--- config.mk ---
export PLATFORM = sky130hd
export DESIGN_NAME = itof
export DESIGN_NICKNAME = d
export VERILOG_FILES = /design/src/rtl/fpu_pkg.sv /design/src/rtl/lzc32.sv /design/src/rtl/itof.sv
export SDC_FILE = /design/constraint.sdc
export NUM_CORES = 1
export LEC_CHECK = 0
export CORE_ASPECT_RATIO = 1.1
export CORE_MARGIN = 2
export CORE_UTILIZATION = 54
export DETAILED_ROUTE_END_ITERATION = 8
export PLACE_DENSITY = 0.79
export REMOVE_ABC_BUFFERS = 1
export SLEW_MARGIN = 40
export SYNTH_ARGS = -nofsm -noshare
export SYNTH_HDL_FRONTEND = slang
export SYNTH_SLANG_ARGS = --single-unit
--- constraint.sdc ---
create_clock -name clk -period 4.3 [get_ports clk]
set_input_delay 0.86 -clock clk [delete_from_list [all_inputs] [get_ports clk]]
set_output_delay 0.86 -clock clk [all_outputs]
set_load 0.02 [all_outputs]
--- src/rtl/fpu_pkg.sv ---
// fpu_pkg: shared IEEE-754 single-precision field widths, float layout and constants
package fpu_pkg;
    localparam int EXP_BIAS = 127;
    localparam int FRAC_W   = 23;
    localparam int EXP_W    = 8;

    typedef struct packed {
        logic             sign;
        logic [EXP_W-1:0]  exp;
        logic [FRAC_W-1:0] frac;
    } float_t;

    localparam float_t FLOAT_POS_ZERO = '{sign: 1'b0, exp: '0, frac: '0};
endpackage

--- src/rtl/lzc32.sv ---
// lzc32: combinational 32-bit leading-zero counter
//   x    in  32  value to scan
//   cnt  out 5   number of leading zeros (0 when x is all-zero)
//   zero out 1   x is all-zero
module lzc32 (
    input  logic [31:0] x,
    output logic [4:0]  cnt,
    output logic        zero
);
    // Scanning upward lets the highest set bit win.
    always_comb begin
        cnt = '0;
        for (int i = 0; i < 32; i++)
            if (x[i]) cnt = 5'(31 - i);
    end

    assign zero = ~|x;
endmodule

--- src/rtl/itof.sv ---
// itof: pipelined signed 32-bit integer to IEEE-754 single conversion, round-to-nearest-even
//   clk     in  1   clock
//   rstn    in  1   asynchronous active-low reset
//   en      in  1   pipeline advance enable; 0 holds every stage
//   val_in  in  1   x1 carries a valid operand
//   x1      in  32  two's-complement operand
//   val_out out 1   y is valid
//   y       out 32  {sign, exp, frac}
module itof
    import fpu_pkg::*;
#(
    parameter int NSTAGE = 2
) (
    input  logic        clk,
    input  logic        rstn,
    input  logic        en,
    input  logic        val_in,
    input  logic [31:0] x1,
    output logic        val_out,
    output logic [31:0] y
);
    if (NSTAGE != 1 && NSTAGE != 2) begin : g_bad_nstage
        $error("itof: NSTAGE must be 1 or 2");
    end

    logic        sign0, zero0;
    logic [31:0] mag0;
    logic [4:0]  lz0;

    // 2^31 negated stays 2^31 as an unsigned magnitude.
    assign sign0 = x1[31];
    assign mag0  = sign0 ? -x1 : x1;

    lzc32 u_lzc (.x(mag0), .cnt(lz0), .zero(zero0));

    logic        sign_r, zero_r, val_r;
    logic [31:0] mag_r;
    logic [4:0]  lz_r;

    if (NSTAGE == 2) begin : g_two
        always_ff @(posedge clk or negedge rstn)
            if (!rstn) begin
                sign_r <= 1'b0;
                zero_r <= 1'b0;
                val_r  <= 1'b0;
                mag_r  <= '0;
                lz_r   <= '0;
            end else if (en) begin
                sign_r <= sign0;
                zero_r <= zero0;
                val_r  <= val_in;
                mag_r  <= mag0;
                lz_r   <= lz0;
            end
    end else begin : g_one
        assign sign_r = sign0;
        assign zero_r = zero0;
        assign val_r  = val_in;
        assign mag_r  = mag0;
        assign lz_r   = lz0;
    end

    // After normalising, bit 31 is the hidden one, the next FRAC_W bits are kept,
    // then guard and sticky. Values with p <= 23 have all-zero low bits, so they never round.
    function automatic float_t pack(input logic s, input logic [31:0] m, input logic [4:0] lz,
                                    input logic z);
        logic [31:0]     n;
        logic            rnd;
        logic [FRAC_W:0] sum;
        float_t          f;
        n       = m << lz;
        rnd     = n[30-FRAC_W] & ((|n[29-FRAC_W:0]) | n[31-FRAC_W]);
        // A carry out of the kept fraction leaves sum[FRAC_W-1:0] at zero and bumps exp.
        sum     = {1'b0, n[30 -: FRAC_W]} + (FRAC_W+1)'(rnd);
        f.sign  = s;
        f.exp   = EXP_W'(EXP_BIAS + 31) - EXP_W'(lz) + EXP_W'(sum[FRAC_W]);
        f.frac  = sum[FRAC_W-1:0];
        return z ? FLOAT_POS_ZERO : f;
    endfunction

    always_ff @(posedge clk or negedge rstn)
        if (!rstn) begin
            y       <= '0;
            val_out <= 1'b0;
        end else if (en) begin
            y       <= pack(sign_r, mag_r, lz_r, zero_r);
            val_out <= val_r;
        end
endmodule

==> impl_metrics.env, run 1 <==
export IMPL_synth_top_area_share_pct=26.07
export IMPL_worst_ep_required_time_ns=4.50
export IMPL_port_buffers=68
export IMPL_die_area_mm2=0.01372
export IMPL_io_pins=69
export IMPL_multi_input_area_mm2=0.004732
export IMPL_syn_inst=801
export IMPL_cp_slowest_cell="dfrtp_2"
export IMPL_ctsRootBufferMaster="clkbuf_16"
export IMPL_synth_most_common_cell="nor2_1"
export IMPL_total_leakage_power_nw=3.130
export IMPL_max_cap_viol_count=0
export IMPL_fin_ws_ns=0.2795
export IMPL_cts_tree="yes"
export IMPL_r2r_slack_ns=0.28
export IMPL_antenna_found_initial=0
export IMPL_dieWidth_um=111.9
export IMPL_post_route_period_util_pct=93.50
export IMPL_syn_area_per_cell_um2=8.627
export IMPL_placed_area_mm2=0.007881
export IMPL_hold_slack_ns=0.4775
export IMPL_synth_top_cells_by_area="dfrtp_1, mux4_2, mux2_2"
export IMPL_synth_edf_count=0
export IMPL_min_path_type="in -> async"
export IMPL_finalPower_mw=2.980
export IMPL_fin_skew_ns=0.01147
export IMPL_tightest_slew_ns=0.6579
export IMPL_post_route_util_pct=65.32
export IMPL_dp_slack_ns=0.1193
export IMPL_outcome="completed"
export IMPL_via_per_inst=6.547
export IMPL_final_cell_area_mm2=0.008188
export IMPL_clk_pin_slew_worst_paths_ns=0.06
export IMPL_gp_congestion=0.9859
export IMPL_final_seq_area_mm2=0.001803
export IMPL_grt_overflow=0
export IMPL_drive_gt1_share_pct=18.48
export IMPL_wl_um=19740
export IMPL_drcViolationCount=0
export IMPL_final_nets=907
export IMPL_stdcell_count=1028
export IMPL_crit_chain="buf_4, mux4_2, mux2_2, o21ai_0, a222oi_1, nand3_1, nor3_1, or3b_2, ha_1, ha_1, nand3_1, xnor2_1, o2bb2ai_1"
export IMPL_grt_pass1_wl_um=32060
export IMPL_yosys_top_cells_count="nor2_1, dfrtp_1, nand2_1"
export IMPL_ir_worst_vdd_mv=0.2821
export IMPL_synth_seq_cells=72
export IMPL_fin_tns_setup_ns=0
export IMPL_core_area_mm2=0.01254
export IMPL_cts_max_level=3
export IMPL_end_kind="register"
export IMPL_drtPass1Iterations=7
export IMPL_cts_resized=0
export IMPL_cts_setup_buffers=0
export IMPL_grt_usage_pct=28.96
export IMPL_slowest_delay_ns=0.60
export IMPL_rsz0062_at_grt="false"
export IMPL_clk_insertion_delay_late_ns=0.35
export IMPL_num_vias=6730
export IMPL_numCtsBuffers=9
export IMPL_ys_flop_type="dfrtp_1"
export IMPL_die_h_um=122.6
export IMPL_synthesis_area_mm2=0.006910
export IMPL_yosys_warnings=0
export IMPL_drtAntennaViolNets=0
export IMPL_num_rows=43
export IMPL_crit_path_max_fanout=25
export IMPL_p_per_area_mw_per_mm2=363.9
export IMPL_start_kind="register"
export IMPL_grt_max_degree=50
export IMPL_diodes=0
export IMPL_max_freq_ghz=0.2487
export IMPL_cts_sinks=72
export IMPL_cp_arrival_ns=4.22
export IMPL_async_flop_share_pct=100.0
export IMPL_drt_initial_drc_count=571
export IMPL_area_delta_synth_final_pct=18.49
export IMPL_clk_path_buf_depth=2
export IMPL_cts_hold_repair_buffers=0
export IMPL_timing_critical_path_max_delay_family="simple AND/OR/NAND/NOR gates"
export IMPL_relSlewSlack_pct=56.03
export IMPL_dp_cells=1012
export IMPL_drv_slew=0
export IMPL_initial_core_util_pct=55.13
export IMPL_cp_num_buf_inv=1
export IMPL_hpwlAfterDp_um=15260
export IMPL_path_class="reg -> reg"
export IMPL_setup_violations=0
export IMPL_wl_per_cell_um=19.20
export IMPL_ys_types=75
export IMPL_yosysTopAreaCell="dfrtp_1"
export IMPL_fill_cells=1066
export IMPL_finalHoldViolCount=0
export IMPL_finalCriticalPeriod_ns=4.021
export IMPL_ys_seq_area_share_pct=26.07
export IMPL_grt_pass1_vias=6322
==> state kept, by name, summed over array words and instances, names as in the netlist <==
| name | cells |
|---|---|
| lz_r | 5 |
| val_out | 1 |
| sign_r | 1 |
| y | 32 |
| mag_r | 31 |
| zero_r | 1 |
| val_r | 1 |
==> cells by family (layout without fill, tap and decap cells) <==
logic type	count (synthesis)	count (layout)	synth area share (%)
adder cells (fa/ha/maj)	5	5	0.9053
multiplexers	85	85	18.23
AND/OR/NAND/NOR	280	280	20.44
flip-flops	72	72	26.07
AO/OA/AOI/OAI	218	218	22.05
buffers and inverters	87	157	5.450
XOR/XNOR	54	54	6.844
==> final timing paths <==
kind | startpoint | to | depth (start not counted)
worst max register to register | lz_r[0] | y[27] | 13
min in group clk | y[15] | y[15] | 1
worst min-delay path | rstn | y[29] | 1
worst min register to register | y[15] | y[15] | 1
max in group asynchronous | rstn | lz_r[0] | 2
worst max-delay path | lz_r[0] | y[27] | 13
==> power by group <==
part           switching [mW]  leakage [nW]  internal (mW)  total (mW)
clock network           0.302         0.139          0.453       0.755
registers               0.108         0.844          0.789       0.897
logic                   0.695          2.15          0.632        1.33
==> per-layer routing <==
| metal | vias to the layer above | part of all wire [%] | routed length, um | global-route usage, % |
|---|---|---|---|---|
| met5 | - | 0 | 0 | 0 |
| met4 | 0 | 4.3 | 854 | 15.28 |
| li1 | 3157 | - | - | - |
| met1 | 3264 | 42 | 8273 | 36.38 |
| met2 | 256 | 49 | 9595 | 49.24 |
| met3 | 53 | 5.2 | 1018 | 3.556 |
==> worst reg2reg max path, stage by stage, from the launching register on <==
cell and delay [ns]:
dfrtp_2 0.60, buf_4 0.42, mux4_2 0.31, mux2_2 0.18
o21ai_0 0.11, a222oi_1 0.48, nand3_1 0.16, nor3_1 0.29
or3b_2 0.53, ha_1 0.23, ha_1 0.21, nand3_1 0.13
xnor2_1 0.14, o2bb2ai_1 0.09
==> layout by cell type (no fill, tap or decap), types with 6 or more instances in the layout <==
cell             count
o2bb2ai_1           19
a31oi_1              6
nand3_1             21
o211ai_1             9
clkbuf_16            9
a21oi_1             54
mux2_2              37
mux2i_1             19
nand2_1             71
inv_1               14
o21ai_0             34
o31ai_1             17
or4_1                8
nor3_1              23
nor2_1              75
xor2_1              34
nor2b_1             10
o41ai_1              9
nor4_1              12
buf_4               57
nand2b_1             7
o22ai_1             10
clkdlybuf4s50_1     65
or2_2                6
or3_1                8
dfrtp_1             71
nand4_1             12
mux4_2              29
xnor2_1             20
==> layout make-up <==
cell class,count,area share (%)
flip-flops and latches,72,22.02
repair buffers,124,13.29
clock buffers,9,2.751
clock inverters,7,0.9627
inverters,17,0.7793
multi-input cells,642,57.79
well taps,157,2.399
Note: power is estimated with default switching activity, not from simulation.
==> run 2: changes to the inputs <==
Settings changed: ABC_AREA set to 0.
==> results of run 2 <==
Same layout as run 1: the final DEF is identical, and so are final timing and power.
==> run 3: changes to the inputs <==
Settings changed: CAP_MARGIN set to 10, GPL_TIMING_DRIVEN set to 0.
==> run 3 against run 2 <==
Effect of this change: die area is the same; non-clock buffer count shrank 47; global-route usage shrank 1.1 points; clock skew shrank 0.0025 ns; flip-flop and latch count is the same; count of clock-buffer cells in the layout is the same; clock power shrank 1%; register-to-register slack lost 0.12 ns; hold slack lost 0.095 ns; setup slack lost 0.12 ns; first-iteration DRC count grew 8.9%; fmax shrank 2.9%.
==> impl_metrics.env, run 3 (same netlist as run 1, synthesis figures left out) <==
export IMPL_largestRegisters="y (32), mag_r (31), lz_r (5)"
export IMPL_layout_common_cells="nor2_1, nand2_1, dfrtp_1"
export IMPL_finalCriticalPeriod_ns=4.141
export IMPL_p_per_area_mw_per_mm2=371.6
export IMPL_cts_hold_repair_buffers=0
export IMPL_post_route_period_util_pct=96.31
export IMPL_ctsRootBufferMaster="clkbuf_16"
export IMPL_layout_commonest_cell="nor2_1"
export IMPL_stdcell_count=981
export IMPL_wl_um=19070
export IMPL_fin_skew_ns=0.009013
export IMPL_min_path_type="in -> async"
export IMPL_num_rows=43
export IMPL_wl_per_cell_um=19.44
export IMPL_initial_core_util_pct=55.13
export IMPL_crit_chain="or2_2, o21ai_0, o21ai_0, a222oi_1, nand3_2, nor3_2, or3b_2, ha_1, ha_1, nand3_1, xnor2_1, o2bb2ai_1"
export IMPL_numCtsBuffers=9
export IMPL_cts_sinks=72
export IMPL_area_delta_synth_final_pct=14.88
export IMPL_placed_area_mm2=0.007537
export IMPL_drive_gt1_share_pct=15.66
export IMPL_grt_overflow=0
export IMPL_finalHoldViolCount=0
export IMPL_cp_slowest_cell="a222oi_1"
export IMPL_via_per_inst=6.665
export IMPL_path_class="reg -> reg"
export IMPL_fill_cells=1095
export IMPL_cp_num_buf_inv=0
export IMPL_ir_worst_vdd_mv=0.2897
export IMPL_dieWidth_um=111.9
export IMPL_largest_register_ffs=32
export IMPL_largest_register="y"
export IMPL_setup_violations=0
export IMPL_timing_critical_path_max_delay_family="simple AND/OR/NAND/NOR gates"
export IMPL_diodes=0
export IMPL_cts_max_level=3
export IMPL_max_freq_ghz=0.2415
export IMPL_final_seq_area_mm2=0.001815
export IMPL_final_cell_area_mm2=0.007939
export IMPL_cts_tree="yes"
export IMPL_worst_ep_required_time_ns=4.51
export IMPL_antenna_found_initial=0
export IMPL_clk_pin_slew_worst_paths_ns=0.06
export IMPL_multi_input_area_mm2=0.004777
export IMPL_end_kind="register"
export IMPL_max_cap_viol_count=0
export IMPL_drt_initial_drc_count=622
export IMPL_clk_insertion_delay_late_ns=0.35
export IMPL_post_route_util_pct=63.33
export IMPL_drtPass1Iterations=6
export IMPL_tightest_slew_ns=0.7045
export IMPL_drcViolationCount=0
export IMPL_clk_path_buf_depth=2
export IMPL_relSlewSlack_pct=53.03
export IMPL_final_nets=860
export IMPL_grt_pass1_vias=5997
export IMPL_port_buffers=68
export IMPL_cp_arrival_ns=4.35
export IMPL_slowest_delay_ns=0.70
export IMPL_start_kind="register"
export IMPL_dp_cells=959
export IMPL_hpwlAfterDp_um=14080
export IMPL_grt_max_degree=68
export IMPL_core_area_mm2=0.01254
export IMPL_total_leakage_power_nw=2.924
export IMPL_outcome="completed"
export IMPL_grt_pass1_wl_um=30950
export IMPL_drtAntennaViolNets=0
export IMPL_die_h_um=122.6
export IMPL_grt_usage_pct=27.81
export IMPL_drv_slew=0
export IMPL_rsz0062_at_grt="false"
export IMPL_crit_path_max_fanout=38
export IMPL_io_pins=69
export IMPL_die_area_mm2=0.01372
export IMPL_gp_congestion=0.9822
export IMPL_num_vias=6538
## run 3: worst reg2reg max path: stages, from the launching register on
cell and delay [ns]:
dfrtp_4 0.66, or2_2 0.41, o21ai_0 0.24, o21ai_0 0.19, a222oi_1 0.70, nand3_2 0.24
nor3_2 0.27, or3b_2 0.53, ha_1 0.23, ha_1 0.20, nand3_1 0.12, xnor2_1 0.13
o2bb2ai_1 0.09
## run 3: metal layers
metal | share of wire [%] | routed length (um) | track usage (%) | vias to the layer above
met2 | 49 | 9428 | 46.70 | 264
li1 | - | - | - | 3068
met4 | 2.8 | 533 | 12.35 | 0
met3 | 6.1 | 1156 | 3.802 | 39
met1 | 42 | 7953 | 36.11 | 3167
met5 | 0 | 0 | 0 | -
## run 3: metrics by stage
step | setup TNS [ns] | hold slack [ns] | worst slack, ns | power, mW
CTS | 0 | 0.3913 | 0.02324 | 2.931
global route | 0 | 0.4083 | 0.008784 | 3.101
global placement | -26.59 | 0.4630 | -1.435 | 2.137
finish | 0 | 0.3829 | 0.1585 | 2.950
floorplan | -3.909 | 0.4749 | -0.6572 | 1.719
detailed placement | -5.187 | 0.4693 | -0.5602 | 2.168
## run 3: worst paths after layout
| path | start | to | slack [ns] | cells after the start |
|---|---|---|---|---|
| max in group asynchronous | rstn | lz_r[0] | 3.38 | 2 |
| hold reg to reg | y[16] | y[16] | 0.48 | 1 |
| setup / recovery | lz_r[2] | y[27] | 0.16 | 12 |
| setup reg to reg | lz_r[2] | y[27] | 0.16 | 12 |
| hold / removal | rstn | y[3] | 0.38 | 1 |
| min in group clk | y[16] | y[16] | 0.48 | 1 |
## run 3: repair_timing
action | CTS | global route
endpoints found under the setup margin | 11 | 7
gates resized for setup | 9 | 8
pin swaps | 1 | 3
setup buffers | 0 | 6
## run 3: final cells by class
cell class	instances	share of cell area, %
clock inverter	7	0.8826
multi-input combinational	642	60.17
sequential	72	22.87
tap	157	2.474
clock buffer	9	2.837
inverter	17	0.9141
timing repair buffer	77	9.850
## run 3: power by group
part	switching [mW]	internal, mW
combinational	0.682	0.609
clock	0.297	0.448
sequential	0.123	0.791
